**src/rtl/display_pkg.sv**
```systemverilog
// Shared types and defaults for the seven-segment scan controller and the board top.
package display_pkg;

    localparam int DIG_W                = 4;
    localparam int DEFAULT_SHOW_CYCLES  = 4096;
    localparam int DEFAULT_BLANK_CYCLES = 64;

    typedef enum logic {
        ST_BLANK = 1'b0,
        ST_SHOW  = 1'b1
    } scan_state_t;

    function automatic int max_int(input int a, input int b);
        return (a > b) ? a : b;
    endfunction

endpackage

```
**src/rtl/display_scan_timer.sv**
```systemverilog
// Loadable down-counter that stops at zero and flags it.
module display_scan_timer #(
    parameter int WIDTH = 8
) (
    input  logic             clk,
    input  logic             rst,
    input  logic             load,
    input  logic [WIDTH-1:0] load_value,
    output logic             zero
);

    logic [WIDTH-1:0] count;

    always_ff @(posedge clk or posedge rst) begin
        if (rst) begin
            count <= '0;
        end else if (load) begin
            count <= load_value;
        end else if (!zero) begin
            count <= count - 1'b1;
        end
    end

    assign zero = (count == '0);

endmodule

```
**src/rtl/display_scanner.sv**
```systemverilog
// Time-multiplexed scan controller for a common-anode seven-segment display.
// Optional leading-zero suppression is enabled by defining DISPLAY_SCANNER_LZ_BLANK_EN.
module display_scanner
    import display_pkg::*;
#(
    parameter int DIGITS       = 4,
    parameter int SHOW_CYCLES  = DEFAULT_SHOW_CYCLES,
    parameter int BLANK_CYCLES = DEFAULT_BLANK_CYCLES
) (
    input  logic                    clk,
    input  logic                    rst,
    input  logic [DIG_W*DIGITS-1:0] value,
    input  logic [DIGITS-1:0]       dots,
    input  logic                    update,
    output logic [DIG_W-1:0]        dig,
    output logic                    dp_n,
    output logic [DIGITS-1:0]       an_n,
    output logic                    frame_done
);

    localparam int TW = $clog2(max_int(SHOW_CYCLES, BLANK_CYCLES) + 1);
    localparam int IW = (DIGITS > 1) ? $clog2(DIGITS) : 1;
    localparam logic [IW-1:0] LAST_IDX   = IW'(DIGITS - 1);
    localparam logic [TW-1:0] SHOW_LOAD  = TW'(SHOW_CYCLES - 1);
    localparam logic [TW-1:0] BLANK_LOAD = TW'(BLANK_CYCLES - 1);

    scan_state_t state, state_next;
    logic [IW-1:0] idx, idx_next;
    logic [TW-1:0] load_value;
    logic          timer_zero;
    logic          wrap;

    logic [DIG_W*DIGITS-1:0] active_value, pending_value;
    logic [DIGITS-1:0]       active_dots, pending_dots;
    logic                    pending_valid;

    logic [DIGITS-1:0] suppress;
    logic [DIGITS-1:0] an_n_next;
    logic              dp_n_next;
    logic [DIG_W-1:0]  cur_nibble;

    // The timer reloads on every state change, so its zero flag doubles as the load strobe.
    display_scan_timer #(
        .WIDTH(TW)
    ) u_timer (
        .clk       (clk),
        .rst       (rst),
        .load      (timer_zero),
        .load_value(load_value),
        .zero      (timer_zero)
    );

    always_ff @(posedge clk or posedge rst) begin
        if (rst) begin
            state <= ST_BLANK;
            idx   <= '0;
        end else begin
            state <= state_next;
            idx   <= idx_next;
        end
    end

    always_comb begin
        state_next = state;
        idx_next   = idx;
        load_value = BLANK_LOAD;
        wrap       = 1'b0;
        if (timer_zero) begin
            case (state)
                ST_BLANK: begin
                    state_next = ST_SHOW;
                    load_value = SHOW_LOAD;
                end
                ST_SHOW: begin
                    state_next = ST_BLANK;
                    load_value = BLANK_LOAD;
                    if (idx == LAST_IDX) begin
                        idx_next = '0;
                        wrap     = 1'b1;
                    end else begin
                        idx_next = idx + 1'b1;
                    end
                end
                default: begin
                    state_next = ST_BLANK;
                    idx_next   = '0;
                end
            endcase
        end
    end

    // Display data only changes on a frame wrap; an update landing on the wrap bypasses pending.
    always_ff @(posedge clk or posedge rst) begin
        if (rst) begin
            active_value  <= '0;
            active_dots   <= '0;
            pending_value <= '0;
            pending_dots  <= '0;
            pending_valid <= 1'b0;
        end else if (wrap && update) begin
            active_value  <= value;
            active_dots   <= dots;
            pending_valid <= 1'b0;
        end else begin
            if (wrap && pending_valid) begin
                active_value  <= pending_value;
                active_dots   <= pending_dots;
                pending_valid <= 1'b0;
            end
            if (update) begin
                pending_value <= value;
                pending_dots  <= dots;
                pending_valid <= 1'b1;
            end
        end
    end

`ifdef DISPLAY_SCANNER_LZ_BLANK_EN
    always_comb begin
        logic lead;
        lead     = 1'b1;
        suppress = '0;
        for (int i = DIGITS - 1; i > 0; i--) begin
            lead        = lead & (active_value[i*DIG_W +: DIG_W] == '0) & ~active_dots[i];
            suppress[i] = lead;
        end
    end
`else
    assign suppress = '0;
`endif

    assign cur_nibble = active_value[int'(idx)*DIG_W +: DIG_W];

    always_comb begin
        an_n_next = '1;
        dp_n_next = 1'b1;
        if (state == ST_SHOW && !suppress[idx]) begin
            an_n_next[idx] = 1'b0;
            dp_n_next      = ~active_dots[idx];
        end
    end

    // The nibble is refreshed while dark so the external decoder settles before the enable.
    always_ff @(posedge clk or posedge rst) begin
        if (rst) begin
            dig        <= '0;
            dp_n       <= 1'b1;
            an_n       <= '1;
            frame_done <= 1'b0;
        end else begin
            an_n       <= an_n_next;
            dp_n       <= dp_n_next;
            frame_done <= wrap;
            if (state == ST_BLANK) begin
                dig <= cur_nibble;
            end
        end
    end

endmodule
```
**config.mk**
```make
export PLATFORM = sky130hd
export DESIGN_NAME = display_scanner
export DESIGN_NICKNAME = d
export VERILOG_FILES = /design/src/rtl/display_pkg.sv /design/src/rtl/display_scan_timer.sv /design/src/rtl/display_scanner.sv
export SDC_FILE = /design/constraint.sdc
export NUM_CORES = 1
export LEC_CHECK = 0
export CAP_MARGIN = 20
export CORE_MARGIN = 3
export CORE_UTILIZATION = 51
export DETAILED_ROUTE_END_ITERATION = 6
export PLACE_DENSITY = 0.75
export SYNTH_ARGS = -nofsm -noshare
export SYNTH_HDL_FRONTEND = slang
export SYNTH_SLANG_ARGS = --single-unit
```
**constraint.sdc**
```tcl
create_clock -name clk -period 2.4 [get_ports clk]
set_input_delay 0.36 -clock clk [delete_from_list [all_inputs] [get_ports clk]]
set_output_delay 0.36 -clock clk [all_outputs]
set_load 0.02 [all_outputs]
```
==> metrics.yaml, run 1 <==
status: "finished clean"
setup_tns_ns: 0
ys_seq_elements: 67
design.die.area_mm2: 0.00757
fin_crit_ns: 2.27
start_util: 0.546
slowest_stage: "or4b_4"
setup_viol: 0
design.core.area_mm2: 0.00613
final-hold-violation-count: 0
vias: 2528
worstHoldPathType: "input port to async pin"
rsz0062_at_grt: "false"
portBuffers: 32
hpwl_um: 4650
clk_latency_ns: 0.34
ios: 33
htree_levels: 3
drive_gt1_frac: 0.158
critical_path_class: "flop to flop"
cts_root_buffer: "clkbuf_8"
grt_usage: 0.209
slowest_delay_ns: 0.50
peakVddDrop_mv: 0.414
cp_num_cells: 6
synth_compound_area_frac: 0.184
synth_warnings: 0
die_w_um: 87.0
place_ws_ns: 0.0693
drc: 0
cts_hold_buf: 0
power_density_mw_per_mm2: 537
rr_worst_depth: 6
die_h_um: 87.0
cp.arrival_ns: 2.49
register_area_mm2: 0.00168
synth_top_family_by_area: "compound AO/OA/AOI/OAI gates"
nets: 347
cap_violations: 0
grt_pass1_wl_um: 12200
yosys.area_share.adder: 0.0224
syn_area_mm2: 0.00335
max_freq_mhz: 441
tightest_slew_ns: 0.631
wl_per_cell_um: 18.0
worst_slack_ns: 0.131
seq_area_frac_synth: 0.503
clkSlewWorstSetupHoldPaths_ns: 0.07
fillCellCount: 497
synth-xor-area-share: 0.00524
timing.critical_path.cells: "inv_1, ha_1, or4b_4, o41ai_4, buf_12, mux2_1"
relSlewSlack: 0.578
cts_tree: "done"
grt_max_degree: 68
drtIter0Drc: 142
p_leak_nw: 1.58
cts_buffer_depth: 2
synthMuxAreaShare: 0.111
drt-vias-per-instance: 6.37
synthFlopType: "dfrtp_1"
gp_congestion: 0.843
grt_overflow: 0
drt-total-wl_um: 7160
worst_setup_path_start_kind: "flop"
crit_buf_inv: 2
ant_nets: 0
critPathTopFamily: "simple AND/OR/NAND/NOR gates"
dr.pass1.iters: 4
rows: 28
cts_buffers: 9
finalPower_mw: 2.13
syn_area_per_cell_um2: 11.6
end_kind: "flop"
grt_pass1_vias: 2555
drv_slew: 0
synth.distinct_cells: 37
yosys.area_share.simple: 0.127
synthCells: 288
fin_skew_ns: 0.00459
worstPathMaxFanout: 20
syn_nets: 317
antenna_found_initial: 0
num_antenna_cells: 0
async_flop_share: 1.00
area_growth_pct: 18.7
synth-edff-count: 0
multi_input_area_mm2: 0.00155
period_share: 0.945
required_ns: 2.62
cts_sinks: 67
## registers in the layout, summed over array words and instances (netlist names)
name and cells:
active_value 16, frame_done 1, state 1, dig 4, u_timer.count 13, pending_dots 4, pending_valid 1, idx 2
dp_n 1, pending_value 16, active_dots 4, an_n 4
## layer usage
layer	up-vias	GRT usage	share of wire
met5	-	0	0
met4	0	0.0878	0.017
met3	13	0.0587	0.055
met2	79	0.329	0.48
met1	1264	0.270	0.45
li1	1172	-	-
## worst reg2reg max path, delay by kind of cell (launching register included)
family / cells / cell delay, ns
AOI/OAI and AO/OA: 1 / 0.42
muxes: 1 / 0.35
DFF: 1 / 0.42
adders and majority gates: 1 / 0.16
buffers and inverters: 2 / 0.31
and+or+nand+nor: 1 / 0.50
## report_power, final
part	leakage, nW	switching (mW)	internal, mW	total [mW]
Combinational	0.684	0.0658	0.0842	0.150
Clock	0.0860	0.408	0.393	0.800
Sequential	0.811	0.0177	1.16	1.18
## worst paths after layout
check,from,to,slack (ns)
worst max-delay path,u_timer.count[0],pending_value[6],0.13
max in group asynchronous,rst,an_n[1],1.69
worst min register to register,dig[1],dig[1],0.47
worst min-delay path,rst,u_timer.count[5],0.39
worst max register to register,u_timer.count[0],pending_value[6],0.13
min in group clk,dig[1],dig[1],0.47
## cell usage in the layout, fill, tap and decap left out, types with 5 or more instances in the layout
master           instances
ha_1                     6
o41ai_1                 21
a41oi_1                 20
clkdlybuf4s50_1         32
o31ai_1                 23
a31oi_1                  6
inv_1                    5
nor2b_1                 20
or3_1                    5
nand2_1                 22
mux2_1                  22
dfstp_2                  5
clkbuf_8                10
mux4_2                   5
buf_4                   14
dfrtp_1                 62
or4_1                    5
## through the flow
stage	util	std cells	hold slack, ns	cell area (um^2)
after floorplan	-	288	0.460	3350
after CTS	0.646	397	0.422	3960
after global placement	0.619	382	0.456	3800
after detailed placement	0.619	382	0.459	3800
after global routing	0.648	397	0.431	3970
final	0.648	397	0.388	3970
## cell type report
class | instances | area share
clock buffer | 12 | 0.0365
multi-input combinational | 186 | 0.390
tap | 75 | 0.0236
inverter | 6 | 0.00567
sequential | 67 | 0.424
clock inverter | 3 | 0.00378
timing repair buffer | 48 | 0.117
## cell usage after synthesis, drive strengths merged, types with 3 or more instances
cell | instances | area share
nor2 | 3 | 0.0034
ha | 6 | 0.022
inv | 6 | 0.0067
nor2b | 20 | 0.037
or3 | 5 | 0.0093
mux2 | 23 | 0.077
clkbuf | 22 | 0.025
o21ai | 3 | 0.0045
a31oi | 6 | 0.011
buf | 7 | 0.015
nor4 | 4 | 0.012
dfstp | 5 | 0.039
o41ai | 22 | 0.058
a41oi | 20 | 0.052
dfrtp | 62 | 0.46
mux4 | 5 | 0.034
or4 | 6 | 0.015
o31ai | 23 | 0.052
nand3 | 4 | 0.0060
nand2 | 22 | 0.025
## repair_timing
item                       in CTS  in global routing
setup buffers                   0                  0
resized for setup               0                  2
setup endpoints to repair       0                 24
## logic make-up after synthesis
| logic type | count (synthesis) |
|---|---|
| buffers and inverters | 35 |
| AOI/OAI and AO/OA | 77 |
| xor gates and xnor gates | 2 |
| DFF | 67 |
| muxes | 28 |
| adders and majority gates | 6 |
| and+or+nand+nor | 73 |
Note: power is estimated with default switching activity, not from simulation.
==> run 2, diff against run 1 <==
--- a/config.mk
+++ b/config.mk
@@ -7,9 +7,8 @@
 export LEC_CHECK = 0
 export CAP_MARGIN = 20
 export CORE_MARGIN = 3
-export CORE_UTILIZATION = 51
+export CORE_UTILIZATION = 35
 export DETAILED_ROUTE_END_ITERATION = 6
-export PLACE_DENSITY = 0.75
 export SYNTH_ARGS = -nofsm -noshare
 export SYNTH_HDL_FRONTEND = slang
 export SYNTH_SLANG_ARGS = --single-unit
==> metrics.yaml, run 2 (synthesis gave the netlist of run 1 again) <==
status: "finished clean"
crit_buf_inv: 2
wl_per_cell_um: 16.6
final_common_cell: "dfrtp_1"
drive_gt1_frac: 0.169
worstPathMaxFanout: 20
worst_setup_path_start_kind: "flop"
start_util: 0.360
antenna_found_initial: 0
die_w_um: 104
design.core.area_mm2: 0.00928
setup_viol: 0
power_density_mw_per_mm2: 615
p_leak_nw: 1.64
fin_crit_ns: 2.30
place_ws_ns: 0.0749
portBuffers: 32
cts_root_buffer: "clkbuf_8"
ios: 33
htree_levels: 3
dp.cells: 439
peakVddDrop_mv: 0.322
dr.pass1.iters: 4
worstHoldPathType: "input port to async pin"
max_freq_mhz: 434
largestRegisters: "active_value: 16 flops, pending_value: 16 flops, u_timer.count: 13 flops"
relSlewSlack: 0.584
slowest_stage: "or4b_1"
rsz0062_at_grt: "false"
required_ns: 2.62
worst_slack_ns: 0.0982
grt_pass1_wl_um: 12900
setup_tns_ns: 0
die_h_um: 104
timing.critical_path.cells: "inv_1, ha_1, or4b_1, o41ai_4, buf_12, mux2_1"
period_share: 0.959
grt_usage: 0.147
ant_nets: 0
postLayoutCoreUtil: 0.450
area_growth_pct: 24.8
num_antenna_cells: 0
rows: 35
grt_overflow: 0
grt_max_degree: 68
gp_congestion: 0.752
hpwl_um: 5180
end_kind: "flop"
clk_latency_ns: 0.34
cts_tree: "done"
fin_skew_ns: 0.00762
cts_sinks: 67
cts_buffer_depth: 2
drt-vias-per-instance: 5.45
clkSlewWorstSetupHoldPaths_ns: 0.07
drc: 0
drv_slew: 0
layout.cells.non_filler: 455
cap_violations: 0
vias: 2482
cp.arrival_ns: 2.52
grt_pass1_vias: 2515
drtIter0Drc: 148
design.die.area_mm2: 0.0108
nets: 350
critPathTopFamily: "simple AND/OR/NAND/NOR gates"
drt-total-wl_um: 7570
slowest_delay_ns: 0.55
cts_buffers: 9
tightest_slew_ns: 0.622
final_cell_mix: "dfrtp_1 (62), clkdlybuf4s50_1 (32), o31ai_1 (23), mux2_1 (22), nand2_1 (22)"
critical_path_class: "flop to flop"
final-hold-violation-count: 0
run 2: cell types whose count changed in the layout (fill, tap and decap cells not counted), sizes merged:
| cell | change |
|---|---|
| clkinv | -1 |
| bufinv | +4 |
| buf | +3 |
| clkbuf | -2 |
run 2: routing by layer:
metal | part of all wire | GRT usage | wire [um]
met1 | 0.46 | 0.189 | 3450
met2 | 0.50 | 0.246 | 3750
met3 | 0.039 | 0.0399 | 295
met4 | 0.010 | 0.0370 | 76
met5 | 0 | 0 | 0
run 2: repair_timing:
| item | 4_1_cts | 5_1_grt |
|---|---|---|
| resized for setup | 0 | 1 |
| endpoints found under the setup margin | 0 | 18 |
| setup buffers | 0 | 0 |
| hold buffers | 0 | 0 |
run 2: final cells by class:
class / count / area [um^2]
fill: 901 / 5110
sequential: 67 / 1680
multi-input combinational: 186 / 1540
timing repair buffer: 51 / 500
tap: 129 / 161
clock inverter: 6 / 138
clock buffer: 10 / 128
inverter: 6 / 22.5
run 2: worst register-to-register path, delay by kind of cell, from the launching register on:
family | cells | cell delay [ns]
and+or+nand+nor | 1 | 0.55
muxes | 1 | 0.35
DFF | 1 | 0.40
AOI/OAI and AO/OA | 1 | 0.44
buffers and inverters | 2 | 0.30
adders and majority gates | 1 | 0.14
run 2: per-stage QoR:
step / area, um^2 / total power [mW] / hold slack, ns
2_1_floorplan: 3350 / 1.28 / 0.460
3_3_place_gp: 3900 / 1.35 / 0.462
3_5_place_dp: 3900 / 1.36 / 0.475
4_1_cts: 4170 / 2.60 / 0.427
5_1_grt: 4180 / 2.67 / 0.446
6_report: 4180 / 2.57 / 0.412
run 2: where the power goes:
group	total, mW	switching [mW]	internal, mW	leakage, nW
logic	0.152	0.0678	0.0842	0.698
registers	1.18	0.0181	1.16	0.811
clock network	1.24	0.437	0.800	0.131
run 2: worst paths after layout:
check | start | slack (ns) | endpoint | cells past startpoint
min reg2reg | dig[1] | 0.48 | dig[1] | 2
max reg2reg | u_timer.count[1] | 0.1 | pending_value[15] | 6
min | rst | 0.41 | u_timer.count[2] | 3
max | u_timer.count[1] | 0.1 | pending_value[15] | 6
min in group clk | dig[1] | 0.48 | dig[1] | 2
max in group asynchronous | rst | 1.67 | an_n[2] | 3
